[config.mk]
export PLATFORM = sky130hd
export DESIGN_NAME = l1_l2_arbiter
export DESIGN_NICKNAME = d
export VERILOG_FILES = /design/src/rtl/arb_pkg.sv /design/src/rtl/arb_grant.sv /design/src/rtl/l1_l2_arbiter.sv
export SDC_FILE = /design/constraint.sdc
export NUM_CORES = 1
export LEC_CHECK = 0
export ABC_AREA = 1
export CORE_AREA = 5 5 537 539
export DETAILED_ROUTE_END_ITERATION = 8
export DIE_AREA = 0 0 542 544
export GPL_ROUTABILITY_DRIVEN = 0
export MAX_ROUTING_LAYER = met4
export PLACE_DENSITY = 0.3
export RECOVER_POWER = 50
export SLEW_MARGIN = 40
export SYNTH_ARGS = -nofsm -noshare
export SYNTH_HDL_FRONTEND = slang
export SYNTH_SLANG_ARGS = --single-unit
[constraint.sdc]
create_clock -name clk -period 30.6 [get_ports clk]
set_input_delay 6.12 -clock clk [delete_from_list [all_inputs] [get_ports clk]]
set_output_delay 6.12 -clock clk [all_outputs]
set_load 0.01 [all_outputs]
[src/rtl/arb_pkg.sv]
// Shared types and defaults for the L1-to-L2 miss arbiter.
// Zero latency (types only); no backpressure.
// Holds state/client enums and the default line and address widths.
package arb_pkg;

    localparam int LINE_W_DEF = 256;
    localparam int ADDR_W_DEF = 32;

    typedef enum logic [1:0] {
        IDLE,
        SERVE_I,
        SERVE_D
    } arb_state_t;

    typedef enum logic {
        CLIENT_I,
        CLIENT_D
    } client_t;

endpackage

[src/rtl/arb_grant.sv]
// Winner select between the I-cache and D-cache; fixed D priority or round-robin (ARB_ROUND_ROBIN_EN).
// Purely combinational, zero latency.
// No backpressure; the result is only meaningful while at least one request is pending.
module arb_grant
    import arb_pkg::*;
(
    input  logic    i_req,
    input  logic    d_req,
`ifdef ARB_ROUND_ROBIN_EN
    input  client_t last_grant,
`endif
    output client_t grant
);

`ifdef ARB_ROUND_ROBIN_EN
    always_comb begin
        grant = CLIENT_I;
        if (i_req && d_req) begin
            grant = (last_grant == CLIENT_I) ? CLIENT_D : CLIENT_I;
        end else if (d_req) begin
            grant = CLIENT_D;
        end
    end
`else
    // With no request pending the answer is a don't-care, so D wins by default.
    always_comb begin
        grant = (d_req || !i_req) ? CLIENT_D : CLIENT_I;
    end
`endif

endmodule

[src/rtl/l1_l2_arbiter.sv]
// Arbitrates I-cache and D-cache line misses onto one L2 port; round-robin when ARB_ROUND_ROBIN_EN is defined.
// L2 request registered 1 cycle after the request is sampled; resp is combinational from mem_resp.
// One transaction in flight; L1 requests are held until resp, with at least one idle cycle between grants.
module l1_l2_arbiter
    import arb_pkg::*;
#(
    parameter int ADDR_W = ADDR_W_DEF,
    parameter int LINE_W = LINE_W_DEF
) (
    input  logic              clk,
    input  logic              rst,

    input  logic              i_read,
    input  logic [ADDR_W-1:0] i_address,
    output logic [LINE_W-1:0] i_rdata,
    output logic              i_resp,

    input  logic              d_read,
    input  logic              d_write,
    input  logic [ADDR_W-1:0] d_address,
    input  logic [LINE_W-1:0] d_wdata,
    output logic [LINE_W-1:0] d_rdata,
    output logic              d_resp,

    output logic              mem_read,
    output logic              mem_write,
    output logic [ADDR_W-1:0] mem_address,
    output logic [LINE_W-1:0] mem_wdata,
    input  logic              mem_resp,
    input  logic [LINE_W-1:0] mem_rdata
);

    arb_state_t state, state_nxt;
    client_t    winner;
    logic       i_req, d_req;
    logic       load, clear;

    assign i_req = i_read;
    assign d_req = d_read | d_write;

`ifdef ARB_ROUND_ROBIN_EN
    client_t last_grant;
`endif

    arb_grant u_grant (
        .i_req      (i_req),
        .d_req      (d_req),
`ifdef ARB_ROUND_ROBIN_EN
        .last_grant (last_grant),
`endif
        .grant      (winner)
    );

    assign i_rdata = mem_rdata;
    assign d_rdata = mem_rdata;

    always_comb begin
        state_nxt = state;
        load      = 1'b0;
        clear     = 1'b0;
        i_resp    = 1'b0;
        d_resp    = 1'b0;
        case (state)
            IDLE: begin
                if (i_req || d_req) begin
                    load      = 1'b1;
                    state_nxt = (winner == CLIENT_D) ? SERVE_D : SERVE_I;
                end
            end
            SERVE_I: begin
                if (mem_resp) begin
                    i_resp    = 1'b1;
                    clear     = 1'b1;
                    state_nxt = IDLE;
                end
            end
            SERVE_D: begin
                if (mem_resp) begin
                    d_resp    = 1'b1;
                    clear     = 1'b1;
                    state_nxt = IDLE;
                end
            end
            default: state_nxt = IDLE;
        endcase
    end

    // A simultaneous read+write from the D-cache resolves to the write.
    always_ff @(posedge clk or posedge rst) begin
        if (rst) begin
            state       <= IDLE;
            mem_read    <= 1'b0;
            mem_write   <= 1'b0;
            mem_address <= '0;
            mem_wdata   <= '0;
        end else begin
            state <= state_nxt;
            if (load) begin
                if (winner == CLIENT_D) begin
                    mem_address <= d_address;
                    mem_wdata   <= d_wdata;
                    mem_write   <= d_write;
                    mem_read    <= ~d_write;
                end else begin
                    mem_address <= i_address;
                    mem_write   <= 1'b0;
                    mem_read    <= 1'b1;
                end
            end else if (clear) begin
                mem_read  <= 1'b0;
                mem_write <= 1'b0;
            end
        end
    end

`ifdef ARB_ROUND_ROBIN_EN
    always_ff @(posedge clk or posedge rst) begin
        if (rst) begin
            last_grant <= CLIENT_I;
        end else if (load) begin
            last_grant <= winner;
        end
    end
`endif

    a_no_rd_wr: assert property (@(posedge clk) disable iff (rst) !(d_read && d_write));

endmodule

==> summary by stage <==
Global route
The met1 usage is 8.57%. The met2 routing resource usage after global routing is 13.3%. Entering global routing, the biggest net connects 132 pins. The number of global-route vias before repair is 13600. The initial antenna violation count came to 98. The global routing usage summed across all routing layers is 9.65%. The global-route wire length before repair is 176000 µm.

The layer flagged by global routing as most heavily used is met2. The total global routing overflow is 0. The met3 usage in global routing is 9.02%.

Clock network
Clock tree synthesis selected as its root buffer the cell sky130_fd_sc_hd__clkbuf_16. Clock tree synthesis inserted a total of 49 buffers. The clock latency at the later pin of the worst-skew pair is 0.67 ns. The number of instances resized during post-cts repair is 0. TritonCTS built the clock tree. After clock tree synthesis, the setup repair step added 0 buffers.

After clock tree synthesis, the flow added hold-fix buffers numbering 0. The deepest level of the CTS H-tree is 2. The clock transition at the register clock pins on the worst setup and hold paths after CTS is 0.06 ns. The number of buffers on the longest clock path is 3. The sink count of the clock tree is 292.

Yosys
The mean instance size in the synthesized netlist is 8.29 µm². The number of distinct library cell variants in the gate-level netlist after synthesis is 14. The mapped cell area is 15800 µm².

The number of register bits inferred by synthesis is 292. The warning count from the yosys run is 0. The sequential cell area fraction in the yosys report is 46.3%. Counting every net in the synthesized netlist gives 2486. Synthesis handed over a netlist of 1901 instances.

Route
The number of vias after detailed routing is 13300. For this run, design rule violations remaining after detail routing come to 0. The first TritonRoute pass finished after 5 iterations. After detailed routing, the number of vias per cell comes to 2.29. In the final routed layout, each cell accounts on average for 25.0 µm.

The first-iteration detailed-routing DRC count is 585. The detail route stage leaves a number of antenna-violating nets equal to 0. For this block, the routed nets add up to 145000 µm of wire.

Outcome
The flow ran to the end, but the final reports show violations. The final reports fail on capacitance limit, slew limit.

Worst setup path
The cell that appears most often on the critical path is sky130_fd_sc_hd__nand2_1. The startpoint kind of the worst setup timing path is an input port. The setup check on the worst reg-to-reg path leaves a slack of 24.86 ns. The critical path contains buffers and inverters numbering 5 combined.

The biggest fanout along the worst timing path is 79. The master of the slowest instance on the critical path is sky130_fd_sc_hd__clkinvlp_2. The endpoint kind of the worst setup timing path is a flip-flop.

The peak per-stage delay on the critical path is 3.40 ns. STA puts the critical path data arrival time at 17.89 ns. By startpoint and endpoint, the worst setup path is classified as input port to flip-flop. The worst path required time is 31.21 ns. The signal on the critical path passes through dlygate4sd3_1, nor2_4, clkbuf_1, clkinvlp_2, nand2_1, clkbuf_1, buf_16, nand2_1, nand2_1.

Among cell families on the critical path, the largest total delay comes from buffers and inverters.

Floorplan
The die covers 295000 µm². The initial standard-cell utilization of the core is 5.56%. In this run the count of I/O pins placed on the die edge is 1386.

The floorplan has 196 rows. The core footprint is 283000 µm². The floorplan die height is 544 µm. From left edge to right edge, the die measures 542 µm.

Timing
The post-route worst setup slack is 13.32 ns. Setup violations remaining at the end of the flow were counted as 0. The final critical path takes up 56.5% of the cycle. Adding up every negative setup slack in the final design gives 0 ns. The count of endpoints failing hold in the final timing report is 0. The worst hold slack is 0.461 ns. Setup repair after global routing left no endpoint under its margin. The highest achievable clock rate is 57.9 MHz. The worst clock skew is 0.0206 ns. The worst slew margin relative to its limit is -266%. For the pin with the worst max-slew slack, the measured transition is 5.46 ns. The number of pins with negative max-slew slack in the final report is 624. The shortest clock period the worst path allows after layout is 17.28 ns.

Finish
From synthesis to final layout, the design area changed by 53.8%. Of the cells placed in the final design, the portion with a size suffix greater than 1 is 4.68%. The net count reported at finish is 2558.

The commonest non-fill, non-tap cell in the layout is sky130_fd_sc_hd__nand2_1. After routing the design area is 24300 µm². In the layout the commonest cells are sky130_fd_sc_hd__nand2_1 (689), sky130_fd_sc_hd__clkdlybuf4s50_1 (349), sky130_fd_sc_hd__dfrtp_1 (292).

Power and ir drop
The power density over cell area is 98.9 nW/µm². The maximum vdd drop is 0.0400 mV. The cell leakage power is 9.97 nW.

Placement
Detailed placement finished with a half-perimeter wire length of 124000 µm. The cell area after placement is 22600 µm². During placement, the flow inserted port buffers numbering 617. Prior to clock tree synthesis, the placed netlist has a worst setup slack of 16.53 ns.

Flow run
The number of maximum-capacitance violations is 11.

Hold path
The tightest min-delay check is of the flip-flop to flip-flop type.
-- cells by family after synthesis --
kind of cell | count (synthesis) | share of synthesized area (%)
flip-flops | 292 | 46.3
AND/OR/NAND/NOR | 983 | 25.8
adder cells (fa/ha/maj) | 3 | 0.238
buffers and inverters | 623 | 27.6
-- registers in the layout, summed over array words and instances (netlist names) --
signal,count
mem_address,32
mem_read,1
mem_wdata,256
mem_write,1
state,2
-- report_power, final --
group	internal, mW	switching, mW	leakage (nW)
clock	0.360	0.235	0.819
sequential	0.577	0.0998	3.57
combinational	0.407	0.720	5.58
-- synth_stat cells (all sizes together) --
library cell  number  area (µm²)
inv               10        37.5
buf              581        4190
nand4              1        6.26
ha                 3        37.5
nor2               1        11.3
clkbuf            32         120
nand2            689        2590
dfrtp            292        7310
nand3            291        1460
nand3b             1        7.51
-- area by class of cell --
type | count | area, µm²
Fill cell | 33100 | 259000
Sequential cell | 292 | 7310
Timing Repair Buffer | 634 | 6330
Tap cell | 3762 | 4710
Multi-Input combinational cell | 986 | 4120
Clock buffer | 66 | 1390
Clock inverter | 20 | 298
Antenna cell | 24 | 60.1
Inverter | 10 | 40.0
-- worst reg2reg max path, stage by stage (launching register included) --
cell	delay, ns
sky130_fd_sc_hd__dfrtp_1	0.39
sky130_fd_sc_hd__inv_1	0.10
sky130_fd_sc_hd__ha_4	0.19
sky130_fd_sc_hd__buf_4	0.27
sky130_fd_sc_hd__nand2_1	1.63
sky130_fd_sc_hd__clkbuf_1	2.38
sky130_fd_sc_hd__buf_16	0.36
sky130_fd_sc_hd__nand2_1	0.29
sky130_fd_sc_hd__nand2_1	0.08
-- final timing paths --
kind / start / cells after the start / end
max reg2reg: state[1] / 8 / mem_wdata[48]
max in group asynchronous: rst / 4 / mem_address[31]
min in group asynchronous: rst / 2 / mem_wdata[171]
max: d_write / 9 / mem_wdata[48]
min reg2reg: mem_wdata[253] / 2 / mem_wdata[253]
min: mem_wdata[253] / 2 / mem_wdata[253]
-- through the flow --
stage / cells / power [mW] / utilization (%)
floorplan: 1901 / 1.14 / -
global placement: 5681 / 1.93 / 7.94
detailed placement: 5683 / 1.93 / 7.97
CTS: 5769 / 2.57 / 8.56
global route: 5788 / 2.61 / 8.55
finish: 5794 / 2.40 / 8.56
-- layer usage --
metal | part of all wire, % | wire length [µm] | up-vias
met4 | 7.2 | 10400 | 0
met1 | 31 | 45500 | 5932
li1 | - | - | 5665
met5 | 0 | 0 | -
met3 | 21 | 31000 | 525
met2 | 40 | 58100 | 1142
(Power assumes the default switching activity.)
